`src/rtl/two_pulse_generator_pkg.sv`:
```
// Shared types and constants for the two-cycle-wide increment pulse generator.
package two_pulse_pkg;

    typedef enum logic [1:0] {
        IDLE  = 2'd0,
        HIGH1 = 2'd1,
        HIGH2 = 2'd2,
        GAPW  = 2'd3
    } state_e;

    localparam int unsigned PULSE_W = 2;
    localparam int unsigned CW_DEF  = 4;
    localparam int unsigned GAP_W   = 4;
    localparam int unsigned GAP_DEF = 1;
    localparam int unsigned SENT_W  = 4;

endpackage

```
`src/rtl/two_pulse_generator_if.sv`:
```
// Request/pulse bus between a requester and the two-pulse generator.
// Optional sent_cnt signal present when TWO_PULSE_SENT_CNT_EN is defined.
interface two_pulse_generator_if
    import two_pulse_pkg::*;
#(
    parameter int unsigned CW = CW_DEF
);
    logic          req;
    logic          load;
    logic [CW-1:0] load_val;
    logic          clr_ovf;
    logic          inc;
    logic          busy;
    logic [CW-1:0] pending;
    logic          done;
    logic          overflow;
`ifdef TWO_PULSE_SENT_CNT_EN
    logic [SENT_W-1:0] sent_cnt;
`endif

    modport master (
        output req, load, load_val, clr_ovf,
        input  inc, busy, pending, done, overflow
`ifdef TWO_PULSE_SENT_CNT_EN
        , input sent_cnt
`endif
    );

    modport slave (
        input  req, load, load_val, clr_ovf,
        output inc, busy, pending, done, overflow
`ifdef TWO_PULSE_SENT_CNT_EN
        , output sent_cnt
`endif
    );

endinterface

```
`src/rtl/two_pulse_generator_sat_updown_cnt.sv`:
```
// Saturating up/down counter with synchronous load; sat flags an increment lost at max.
module sat_updown_cnt #(
    parameter int unsigned W = 4
) (
    input  logic         clk,
    input  logic         rst,
    input  logic         load,
    input  logic [W-1:0] load_val,
    input  logic         inc,
    input  logic         dec,
    output logic [W-1:0] count,
    output logic         sat_c
);
    localparam logic [W-1:0] MAX = '1;

    assign sat_c = inc && !dec && !load && (count == MAX);

    always_ff @(posedge clk) begin
        if (rst) begin
            count <= '0;
        end else if (load) begin
            count <= load_val;
        end else if (inc && !dec) begin
            if (count != MAX) count <= count + W'(1);
        end else if (dec && !inc) begin
            if (count != '0) count <= count - W'(1);
        end
    end

endmodule

```
`src/rtl/two_pulse_generator.sv`:
```
// Turns request strobes or loaded bursts into 2-cycle-high inc pulses with a programmable gap.
// Optional sent_cnt output enabled by TWO_PULSE_SENT_CNT_EN.
module two_pulse_generator
    import two_pulse_pkg::*;
#(
    parameter int unsigned CW  = CW_DEF,
    parameter int unsigned GAP = GAP_DEF
) (
    input  logic                  clk,
    input  logic                  rst,
    two_pulse_generator_if.slave  bus
);
    localparam logic [GAP_W-1:0] GAP_M1 = (GAP == 0) ? '0 : GAP_W'(GAP - 1);

    state_e           state;
    logic [GAP_W-1:0] gap_cnt;
    logic [CW-1:0]    pending;
    logic             pend_nz_c;
    logic             busy_c;
    logic             load_acc_c;
    logic             req_acc_c;
    logic             start_c;
    logic             sat_c;

    assign pend_nz_c  = (pending != '0);
    assign busy_c     = (state != IDLE) || pend_nz_c;
    assign load_acc_c = bus.load && !busy_c && (bus.load_val != '0);
    assign req_acc_c  = bus.req && !load_acc_c;
    assign bus.busy    = busy_c;
    assign bus.pending = pending;

    // A pulse starts whenever the FSM is about to enter HIGH1.
    always_comb begin
        start_c = 1'b0;
        case (state)
            IDLE:    start_c = pend_nz_c;
            HIGH2:   start_c = pend_nz_c && (GAP == 0);
            GAPW:    start_c = pend_nz_c && (gap_cnt == '0);
            default: start_c = 1'b0;
        endcase
    end

    sat_updown_cnt #(.W(CW)) u_pending (
        .clk      (clk),
        .rst      (rst),
        .load     (load_acc_c),
        .load_val (bus.load_val),
        .inc      (req_acc_c),
        .dec      (start_c),
        .count    (pending),
        .sat_c    (sat_c)
    );

    always_ff @(posedge clk) begin
        if (rst) begin
            state        <= IDLE;
            gap_cnt      <= '0;
            bus.inc      <= 1'b0;
            bus.done     <= 1'b0;
            bus.overflow <= 1'b0;
        end else begin
            bus.inc  <= 1'b0;
            bus.done <= 1'b0;
            case (state)
                IDLE: begin
                    if (start_c) begin
                        state   <= HIGH1;
                        bus.inc <= 1'b1;
                    end
                end
                HIGH1: begin
                    state   <= HIGH2;
                    bus.inc <= 1'b1;
                end
                HIGH2: begin
                    if (start_c) begin
                        state   <= HIGH1;
                        bus.inc <= 1'b1;
                    end else if (GAP != 0) begin
                        state   <= GAPW;
                        gap_cnt <= GAP_M1;
                    end else begin
                        state    <= IDLE;
                        bus.done <= 1'b1;
                    end
                end
                GAPW: begin
                    if (gap_cnt != '0) begin
                        gap_cnt <= gap_cnt - GAP_W'(1);
                    end else if (start_c) begin
                        state   <= HIGH1;
                        bus.inc <= 1'b1;
                    end else begin
                        state    <= IDLE;
                        bus.done <= 1'b1;
                    end
                end
                default: state <= IDLE;
            endcase
            // A fresh overflow beats a same-cycle clear.
            if (sat_c) bus.overflow <= 1'b1;
            else if (bus.clr_ovf) bus.overflow <= 1'b0;
        end
    end

`ifdef TWO_PULSE_SENT_CNT_EN
    always_ff @(posedge clk) begin
        if (rst) bus.sent_cnt <= '0;
        else if (state == HIGH2) bus.sent_cnt <= bus.sent_cnt + SENT_W'(1);
    end
`endif

endmodule

```
`src/flat_wrapper.sv`:
```
// flat-port wrapper written by rule: the top's interface ports become plain ports
module two_pulse_generator_flat import two_pulse_pkg::*;
#(
    parameter int unsigned CW  = CW_DEF,
    parameter int unsigned GAP = GAP_DEF
)
  (clk, rst, bus_req, bus_load, bus_load_val, bus_clr_ovf, bus_inc, bus_busy, bus_pending, bus_done, bus_overflow);
  two_pulse_generator_if #(.CW(CW)) bus_i ();
  input  logic clk;
  input  logic rst;
  input wire logic [$bits(bus_i.req)-1:0] bus_req;
  input wire logic [$bits(bus_i.load)-1:0] bus_load;
  input wire logic [$bits(bus_i.load_val)-1:0] bus_load_val;
  input wire logic [$bits(bus_i.clr_ovf)-1:0] bus_clr_ovf;
  output wire logic [$bits(bus_i.inc)-1:0] bus_inc;
  output wire logic [$bits(bus_i.busy)-1:0] bus_busy;
  output wire logic [$bits(bus_i.pending)-1:0] bus_pending;
  output wire logic [$bits(bus_i.done)-1:0] bus_done;
  output wire logic [$bits(bus_i.overflow)-1:0] bus_overflow;
  assign bus_i.req = bus_req;
  assign bus_i.load = bus_load;
  assign bus_i.load_val = bus_load_val;
  assign bus_i.clr_ovf = bus_clr_ovf;
  assign bus_inc = bus_i.inc;
  assign bus_busy = bus_i.busy;
  assign bus_pending = bus_i.pending;
  assign bus_done = bus_i.done;
  assign bus_overflow = bus_i.overflow;
  two_pulse_generator #(.CW(CW), .GAP(GAP)) u_core (.clk(clk), .rst(rst), .bus(bus_i));
endmodule
```
`config.mk`:
```
export PLATFORM = sky130hd
export DESIGN_NAME = two_pulse_generator_flat
export DESIGN_NICKNAME = d
export VERILOG_FILES = /design/src/rtl/two_pulse_generator_pkg.sv /design/src/rtl/two_pulse_generator_if.sv /design/src/rtl/two_pulse_generator_sat_updown_cnt.sv /design/src/rtl/two_pulse_generator.sv /design/src/flat_wrapper.sv
export SDC_FILE = /design/constraint.sdc
export NUM_CORES = 1
export LEC_CHECK = 0
export ABC_AREA = 1
export CAP_MARGIN = 10
export CORE_MARGIN = 4
export CORE_UTILIZATION = 45
export CTS_BUF_LIST = sky130_fd_sc_hd__clkbuf_4 sky130_fd_sc_hd__clkbuf_8 sky130_fd_sc_hd__clkbuf_16
export DETAILED_ROUTE_END_ITERATION = 10
export HOLD_SLACK_MARGIN = 0.1
export PLACE_DENSITY = 0.78
export SLEW_MARGIN = 0
export SYNTH_ARGS = -nofsm -noshare
export SYNTH_HDL_FRONTEND = slang
export SYNTH_HIERARCHICAL = 1
export SYNTH_SLANG_ARGS = --single-unit
```
`constraint.sdc`:
```
create_clock -name clk -period 2.5 [get_ports clk]
set_input_delay 0.25 -clock clk [delete_from_list [all_inputs] [get_ports clk]]
set_output_delay 0.25 -clock clk [all_outputs]
set_load 0.02 [all_outputs]
```
---- Yosys cells after proc, flatten, opt, wreduce, memory -nomap -nowiden ----
Cells that the tools add are included.
operators by class
  add/sub/neg operators ................... 3
  $mul .................................... 0
  divide/modulo/power cells ............... 0
  $lt $le $gt $ge ......................... 0
  eq/ne operators ......................... 10
  shift operators ......................... 0
  mux-type cells .......................... 20
  bitwise operators ....................... 1
  reductions and logical operators ........ 28
operator list
  kind                 number
  $mux 4               7
  $reduce_bool 4->1    3
  $logic_and 1x1->1    8
  $pmux 2 s4           1
  $pmux 4 s2           1
  $sub 4x1->4 const B  2
  $mux 1               6
  $mux 2               3
  $ne 2x2->1 const B   3
  $reduce_and 3->1     2
  $reduce_bool 2->1    3
  $reduce_bool 3->1    2
  $add 4x1->4 const B  1
  $eq 2x2->1 const B   2
  $eq 4x4->1 const B   1
  $logic_not 1->1      4
  $logic_not 4->1      1
  $ne 4x4->1 const B   1
  $ne 3x1->1 const B   1
  $pmux 1 s3           1
  $reduce_or 3->1      1
  $eq 2x1->1 const B   1
  $logic_not 2->1      1
  $ne 2x1->1 const B   1
  5 further kinds      5
storage, ports and cells
  flip-flop bits (word level) ............. 13
  latch bits .............................. 0
  memory bits (writable) .................. 0
  memory bits (read-only) ................. 0
  input port bits ......................... 9
  output and inout bits ................... 8
  word-level logic and storage cells ...... 68
  memories kept ........................... 0

---- Depth between registers and ports, before layout ----
Gate-level depths: netlist of the first run.
  depth in word-level cells ............... 12
  depth in mapped cells ................... 18
  gate-level depth less buffers ........... 18

---- Modules after synthesis ----
The synthesis of the first run kept the hierarchy.
modules (own cells, without submodules)
  module               instances  cells an instance  area each (µm²)
  two_pulse_generator  1          90                 609.3
  sat_updown_cnt       1          62                 389.1

---- Worst setup path before layout of the first run ----
No wires, ideal clock.
  kind .................................... reg-to-reg
  start point ............................. register u_core.u_pending.count[1]
  end point ............................... register u_core.u_pending.count[2]
  setup time .............................. 0.116 ns
  arrival time ............................ 2.249 ns
  required time ........................... 2.384 ns
  setup slack ............................. 0.135 ns
  stages on the path, launching flop included .. 15
  path buffers ............................ 0
  clock period less this slack ............ 2.365 ns
  cell sequence ........................... dfxtp_1 nor2_1 nand3_1 nor3b_1 nor2_1 nand2_4 nand2_1 nand2_1 inv_1 ha_1 a21oi_1 xor2_1 nand2_1 nand2_1 a21oi_1
on the way
  cells in the longest elaborated chain, start to end .. 11
  elaborated cells on any way between the ends .. 25
  those cells by class .................... add/sub: 2; eq/ne: 2; mux: 6; reduce/logical: 15
RTL lines
  what                                 RTL line                                  source
  start: declaration                   two_pulse_generator_sat_updown_cnt.sv:11  output logic [W-1:0] count,
  start signal: assignment             two_pulse_generator_sat_updown_cnt.sv:22  count <= load_val;
  start signal: assignment             two_pulse_generator_sat_updown_cnt.sv:24  if (count != MAX) count <= count + W'(1);
  start signal: assignment             two_pulse_generator_sat_updown_cnt.sv:26  if (count != '0) count <= count - W'(1);
  $reduce_bool 4->1 (*)                two_pulse_generator.sv:25                 assign pend_nz_c = (pending != '0);
  $logic_or 1x1->1 (*)                 two_pulse_generator.sv:26                 assign busy_c = (state != IDLE) || pend_nz_c;
  net bus_busy                         flat_wrapper.sv:16                        output wire logic [$bits(bus_i.busy)-1:0] bus_busy;
  $logic_not 1->1 (*)                  two_pulse_generator.sv:27                 assign load_acc_c = bus.load && !busy_c && (bus.load_val != '0);
  $logic_and 1x1->1 (*) (2 in series)  two_pulse_generator.sv:27
  net u_core.load_acc_c                two_pulse_generator.sv:20                 logic load_acc_c;
  $logic_not 1->1 (*)                  two_pulse_generator.sv:28                 assign req_acc_c = bus.req && !load_acc_c;
  $logic_and 1x1->1 (*)                two_pulse_generator.sv:28
  net u_core.req_acc_c                 two_pulse_generator.sv:21                 logic req_acc_c;
  $logic_not 1->1                      two_pulse_generator_sat_updown_cnt.sv:25  end else if (dec && !inc) begin
  $logic_and 1x1->1                    two_pulse_generator_sat_updown_cnt.sv:25
  $reduce_bool 3->1 (no line)          n/a
  $reduce_and 3->1 (no line)           n/a
The timed path passes the listed nets; every way through them passes the cells marked *. The select of a mux whose other input is x is not followed.
A chain may end at the register's enable or synchronous reset.

---- Final worst setup path of the first run ----
  start point ............................. input port bus_load_val[1]
  end point ............................... register u_core.u_pending.count[3]
on the way
  cells in the longest elaborated chain, start to end .. 8
  elaborated cells on any way between the ends .. 13
  those cells by class .................... eq/ne: 1; mux: 2; reduce/logical: 10
RTL lines
  what                         RTL line                                  source
  start: declaration           flat_wrapper.sv:13                        input wire logic [$bits(bus_i.load_val)-1:0] bus_load_val;
  $reduce_bool 4->1 (*)        two_pulse_generator.sv:27
  $logic_and 1x1->1 (*)        two_pulse_generator.sv:27
  net u_core.load_acc_c        two_pulse_generator.sv:20
  $logic_not 1->1 (*)          two_pulse_generator.sv:28
  $logic_and 1x1->1 (*)        two_pulse_generator.sv:28
  net u_core.req_acc_c         two_pulse_generator.sv:21
  $logic_not 1->1              two_pulse_generator_sat_updown_cnt.sv:25
  $logic_and 1x1->1            two_pulse_generator_sat_updown_cnt.sv:25
  $reduce_bool 3->1 (no line)  n/a
  $reduce_and 3->1 (no line)   n/a
The timed path passes the listed nets; every way through them passes the cells marked *.

==> results of run 1 <==
[flip-flops by register name, indices dropped and copies added (netlist names)]
name and count:
u_core/bus.overflow 1, u_core/bus.inc 1, u_core/gap_cnt 4, u_core/bus.done 1
u_core/state 2, u_core/u_pending/count 4
[critical path: stages]
cell             delay, ns
clkdlybuf4s50_1       0.42
nor4_1                0.47
nor3b_4               0.11
nor2_1                0.25
nand2_4               0.12
ha_4                  0.29
nand2_1               0.05
nand3b_1              0.18
nand3_1               0.09
nand3_1               0.10
nand2_1               0.08
a21oi_1               0.05
[final cells by class]
class	count	area [sq um]	share of cell area, %
Tap cell	27	33.78	2.650
Inverter	28	105.1	8.243
Clock buffer	4	30.03	2.355
Timing Repair Buffer	20	190.2	14.92
Multi-Input combinational cell	110	653.1	51.23
Sequential cell	13	262.8	20.61
[metrics by stage]
| step | setup TNS, ns | power (W) |
|---|---|---|
| 2_1_floorplan | 0 | 0.001134 |
| 3_3_place_gp | 0 | 0.001389 |
| 3_5_place_dp | 0 | 0.001418 |
| 4_1_cts | 0 | 0.001565 |
| 5_1_grt | -0.03431 | 0.001782 |
| 6_report | 0 | 0.001600 |
[cells in the final DEF, fill, tap and decap left out, drive strengths merged]
master,instances
inv,28
nor4,1
dfxtp,13
a21oi,9
nor3b,1
clkbuf,4
a211oi,2
buf,4
xor2,1
ha,7
xnor2,1
nand2,39
clkdlybuf4s50,16
o21ai,3
nand4,1
or2,1
nand3b,1
nand3,14
nor2,29
[worst paths after layout]
check                                                   from                                      to  depth (start not counted)  slack (ns)
worst max-delay path                         bus_load_val[1]  u_core/u_pending/count[3]$_SDFFE_PP0P_                         12        0.17
worst min-delay path            u_core/state[1]$_SDFFE_PP0P_            u_core/state[1]$_SDFFE_PP0P_                          2        0.50
worst max register to register  u_core/state[0]$_SDFFE_PP0P_  u_core/u_pending/count[3]$_SDFFE_PP0P_                         16        0.22
worst min register to register  u_core/state[1]$_SDFFE_PP0P_            u_core/state[1]$_SDFFE_PP0P_                          2        0.50
[power breakdown]
group | leakage, nW | switching, W | internal, W
sequential | 0.107 | 0.0000472 | 0.000268
clock | 0.0184 | 0.0000632 | 0.0000726
combinational | 0.480 | 0.000701 | 0.000448
[logic make-up after synthesis]
group                    Yosys count  share of synthesized area [%]
flip-flops                        13                          26.07
buffers and inverters             29                          11.28
XOR/XNOR                           2                          1.755
adder cells (fa/ha/maj)            7                          8.772
AO/OA/AOI/OAI                     14                          10.02
AND/OR/NAND/NOR                   87                          42.11
[per-layer routing]
layer	part of all wire [%]	routed length [um]	up-vias	GRT usage, %
li1	-	-	525	-
met1	46	979	435	20.58
met2	50	1063	10	31.69
met3	2.5	53	2	3.485
met4	0.85	18	0	6.073
met5	0	0	-	0
[timing repair]
item / CTS / global route
setup endpoints to repair: 0 / 3
hold endpoints to repair: 0 / 0
gates resized for setup: 0 / 7
==> qor.yml, run 1 <==
run_status: "finished clean"
start_kind: "primary input"
grt_usage_pct: 17.62
synth-edff-count: 0
yosys_warnings: 6
cts_buffer_depth: 2
fin_area_sq_um: 1275
worst_pin_slew_ns: 0.5938
end_kind: "flop"
finalMaxSlewViolations: 0
fillCellCount: 185
drcViolationCount: 0
io_buffers: 16
numClockSinks: 13
area_growth_pct: 27.69
synthFlopType: "dfxtp_1"
antenna_left: 0
dieWidth_um: 55.11
postCtsSetupRepairBufs: 0
power_density_nw_per_um2: 1255
hold_path.class: "flop to flop"
syn_avg_cell_area_sq_um: 6.569
vdd_drop_max_uv: 842.6
clkLatencyLatePin_ns: 0.27
fp.dieH_um: 55.11
synthCells: 152
syn_area_sq_um: 998.5
drive_gt1_share_pct: 20.00
timing_hold_violations_final: 0
first_iter_violations: 22
detail_route.vias_per_cell: 4.812
antenna_found_initial: 0
setup_slack_ns: 0.1695
grt_max_degree: 14
fin_crit_ns: 2.330
skew_ns: 0.001938
syn_nets: 168
synth_top_cell_area_share_pct: 26.07
ys_seq_area_share_pct: 26.07
synth_cell_type_count: 27
clk_pin_slew_ns: 0.08
maxCapViolations: 0
initial_core_util_pct: 48.90
synth.most_common_cell: "nand2_1"
vias: 972
root_buffer: "clkbuf_4"
postPlaceCellArea_sq_um: 1215
rows: 16
fin_hold_ws_ns: 0.4974
synthArstFlopShare_pct: 0
drt-total-wl_um: 2114
pin_count: 17
synth_area_leaders: "dfxtp_1, nand2_1, nor2_1, inv_1, ha_1"
relSlewSlack_pct: 60.29
grt_pass1_vias: 929
overflow: 0
max_freq_mhz: 429.1
routedWlPerCell_um: 10.47
num-nets-final: 192
synth_common_cells: "nand2_1, nor2_1, inv_1"
p_leak_nw: 0.6053
cts_inserted_buffers: 3
fin_crit_sh_pct: 93.22
ctsHoldBuffers: 0
ys_ff_latch: 13
die_area_sq_um: 3037
htree_levels: 1
dpl.hpwl_um: 1733
dpl.cell_count: 198
crit_required_ns: 2.63
firstDrtPassIters: 4
antenna_cells: 0
post-place-ws_ns: 0.007858
cp_max_fo: 5
core-area_sq_um: 2042
final_util_pct: 62.44
setup_viol: 0
crit_type: "primary input to flop"
place_congestion: 0.9080
grt_pass1_wl_um: 3857
synth_largest_area_cell: "dfxtp_1"
final-instance-count-excl-fill: 202
cp_data_arrival_time_ns: 2.46
cts_tree: "yes"
(Power assumes the default switching activity.)
==> run 2, diff against run 1 <==
--- a/config.mk
+++ b/config.mk
@@ -11,8 +11,8 @@
 export CORE_UTILIZATION = 45
 export CTS_BUF_LIST = sky130_fd_sc_hd__clkbuf_4 sky130_fd_sc_hd__clkbuf_8 sky130_fd_sc_hd__clkbuf_16
 export DETAILED_ROUTE_END_ITERATION = 10
-export HOLD_SLACK_MARGIN = 0.1
 export PLACE_DENSITY = 0.78
+export SKIP_LAST_GASP = 1
 export SLEW_MARGIN = 0
 export SYNTH_ARGS = -nofsm -noshare
 export SYNTH_HDL_FRONTEND = slang
==> constraint.sdc (replaced) <==
create_clock -name clk -period 2.6 [get_ports clk]
set_input_delay 0.26 -clock clk [delete_from_list [all_inputs] [get_ports clk]]
set_output_delay 0.26 -clock clk [all_outputs]
set_load 0.02 [all_outputs]
==> run 2 against run 1 <==
Sequential share of layout area up 0.63 points. Setup slack better by 0.082 ns. Flip-flop and latch count unchanged. Largest cell class unchanged. Design area down 2.9%. Highest routed layer unchanged. Routed wire length up 3.5%. Core utilization down 1.8 points. Critical path depth up 5.
==> qor.yml, run 2 (same netlist as run 1, synthesis figures left out) <==
run_status: "finished clean"  # unchanged
hp-start: "u_core/bus.overflow$_SDFFE_PP0P_"  # was u_core/state[1]$_SDFFE_PP0P_
ff_latch_area_sq_um: 262.8  # unchanged
post-place-ws_ns: 0.08450  # was 0.007858 ns
final_util_pct: 60.60  # was 62.44%
grt_pass1_vias: 930  # was 929
fin_area_sq_um: 1237  # was 1275 sq um
p_leak_nw: 0.5941  # was 0.6053 nW
fin_crit_sh_pct: 90.33
drt-total-wl_um: 2187  # was 2114 um
overflow: 0  # unchanged
postCtsSetupRepairBufs: 0  # unchanged
multi_input_area_sq_um: 630.6  # was 653.1 sq um
drcViolationCount: 0  # unchanged
setup_slack_ns: 0.2515  # was 0.1695 ns
firstDrtPassIters: 5  # was 4
htree_levels: 1  # unchanged
cp_max_fo: 7  # was 5
drive_gt1_share_pct: 17.92  # was 20.00%
clk_pin_slew_ns: 0.08  # about the same
grt_max_degree: 14  # unchanged
cts_inserted_buffers: 3  # unchanged
rr_worst_depth: 17  # was 16
rows: 16  # unchanged
num-nets-final: 190  # was 192
place_congestion: 0.8935  # was 0.9080
fillCellCount: 196  # was 185
io_buffers: 16  # unchanged
final_cell_mix: "nand2_1, nor2_1, inv_1"  # unchanged
crit_required_ns: 2.78  # was 2.63 ns
antenna_left: 0  # unchanged
die_area_sq_um: 3037  # unchanged
power_w: 0.001494  # was 0.001600 W
max_freq_mhz: 425.8
r2r_start: "u_core/state[0]$_SDFFE_PP0P_"  # unchanged
pin_count: 17  # unchanged
fp.dieH_um: 55.11  # unchanged
initial_core_util_pct: 48.90  # unchanged
dpl.hpwl_um: 1755  # was 1733 um
finalSetupTns_ns: 0  # unchanged
hold_depth: 2  # unchanged
maxCapViolations: 0  # unchanged
detail_route.vias_per_cell: 4.810  # was 4.812
area_growth_pct: 23.94  # was 27.69%
numClockSinks: 13  # unchanged
setup_viol: 0  # unchanged
power_density_nw_per_um2: 1207  # was 1255 nW/um^2
cp_data_arrival_time_ns: 2.53  # was 2.46 ns
final_common_cell: "nand2_1"  # unchanged
routedWlPerCell_um: 10.94  # was 10.47 um
relSlewSlack_pct: 59.48  # was 60.29%
start_kind: "flop"  # was primary input
vdd_drop_max_uv: 867.2  # was 842.6 uV
antenna_cells: 0  # unchanged
first_iter_violations: 17  # was 22
skew_ns: 0.004737  # was 0.001938 ns
vias: 962  # was 972
worst_hold_path.endpoint: "u_core/bus.overflow$_SDFFE_PP0P_"  # was u_core/state[1]$_SDFFE_PP0P_
crit_type: "flop to flop"  # was primary input to flop
timing_hold_violations_final: 0  # unchanged
r2r-end: "u_core/u_pending/count[3]$_SDFFE_PP0P_"  # unchanged
grt_usage_pct: 17.18  # was 17.62%
hold_path.class: "flop to flop"  # unchanged
antenna_found_initial: 0  # unchanged
postPlaceCellArea_sq_um: 1200  # was 1215 sq um
worst_pin_slew_ns: 0.6058  # was 0.5938 ns
cts_buffer_depth: 2  # unchanged
dieWidth_um: 55.11  # unchanged
core-area_sq_um: 2042  # unchanged
root_buffer: "clkbuf_4"  # unchanged
fin_crit_ns: 2.348
reg.largest.list: "u_core/gap_cnt x4, u_core/u_pending/count x4, u_core/state x2"  # unchanged
finalMaxSlewViolations: 0  # unchanged
grt_pass1_wl_um: 3781  # was 3857 um
clkLatencyLatePin_ns: 0.26  # was 0.27 ns
cts_tree: "yes"  # unchanged
end_kind: "flop"  # unchanged
rsz0062_at_grt: "no"
regToRegSetupSlack_ns: 0.25  # was 0.22 ns
run 2: cell types whose count changed in the layout (fill, tap and decap cells not counted), sizes merged:
cell / change
buf: -2
run 2: worst max-delay path, stage by stage (launching register included):
cell      delay, ns
dfxtp_2        0.37
inv_1          0.07
ha_1           0.30
inv_1          0.05
nand2_2        0.09
inv_2          0.06
nand2_1        0.10
inv_1          0.07
inv_2          0.09
nand2_4        0.09
ha_1           0.34
nand2_1        0.06
nand3b_1       0.18
nand2_1        0.08
nand2_1        0.05
nand3_1        0.07
nand2_1        0.05
a21oi_1        0.13
run 2: per-layer routing:
layer  global-route usage, %  part of all wire, %  vias to the layer above  wire length (um)
met5                       0                    0                        -                 0
met4                   6.073                  1.6                        0                34
met3                   2.681                  2.7                        4                58
met2                   32.09                   53                       12              1151
met1                   19.45                   43                      434               943
li1                        -                    -                      512                 -
run 2: area by class of cell:
| class | count | share of cell area (%) |
|---|---|---|
| sequential | 13 | 21.23 |
| inverter | 28 | 8.493 |
| timing repair buffer | 18 | 14.16 |
| clock buffer | 4 | 2.427 |
| tap | 27 | 2.730 |
| multi-input combinational | 110 | 50.96 |
run 2: how the worst max path moves through the flow:
| stage | slack, ns | cells after the start | endpoint | from |
|---|---|---|---|---|
| 2_1_floorplan | 0.24 | 14 | u_core/u_pending/count[2]$_SDFFE_PP0P_ | u_core/u_pending/count[1]$_SDFFE_PP0P_ |
| 3_3_place_gp | 0.13 | 12 | u_core/u_pending/count[3]$_SDFFE_PP0P_ | bus_load_val[1] |
| 3_5_place_dp | 0.08 | 12 | u_core/u_pending/count[3]$_SDFFE_PP0P_ | bus_load_val[1] |
| 4_1_cts | 0.12 | 15 | u_core/u_pending/count[2]$_SDFFE_PP0P_ | u_core/state[0]$_SDFFE_PP0P_ |
| 5_1_grt | 0.04 | 18 | u_core/u_pending/count[2]$_SDFFE_PP0P_ | u_core/state[0]$_SDFFE_PP0P_ |
| 6_report | 0.25 | 17 | u_core/u_pending/count[3]$_SDFFE_PP0P_ | u_core/state[0]$_SDFFE_PP0P_ |
run 2: stage by stage:
stage | hold slack [ns] | std cells
2_1_floorplan | 0.3291 | 152
3_3_place_gp | 0.4681 | 196
3_5_place_dp | 0.4874 | 196
4_1_cts | 0.5040 | 200
5_1_grt | 0.5317 | 200
6_report | 0.4936 | 200
run 2: where the power goes:
| group | internal (W) | switching, W | total [W] | leakage, nW |
|---|---|---|---|---|
| clock | 0.0000697 | 0.0000602 | 0.000130 | 0.0184 |
| combinational | 0.000397 | 0.000660 | 0.00106 | 0.469 |
| sequential | 0.000258 | 0.0000493 | 0.000307 | 0.107 |
run 2: repair_timing:
action	4_1_cts	5_1_grt
endpoints found under the setup margin	0	2
resized for setup	0	4
hold buffers	0	0
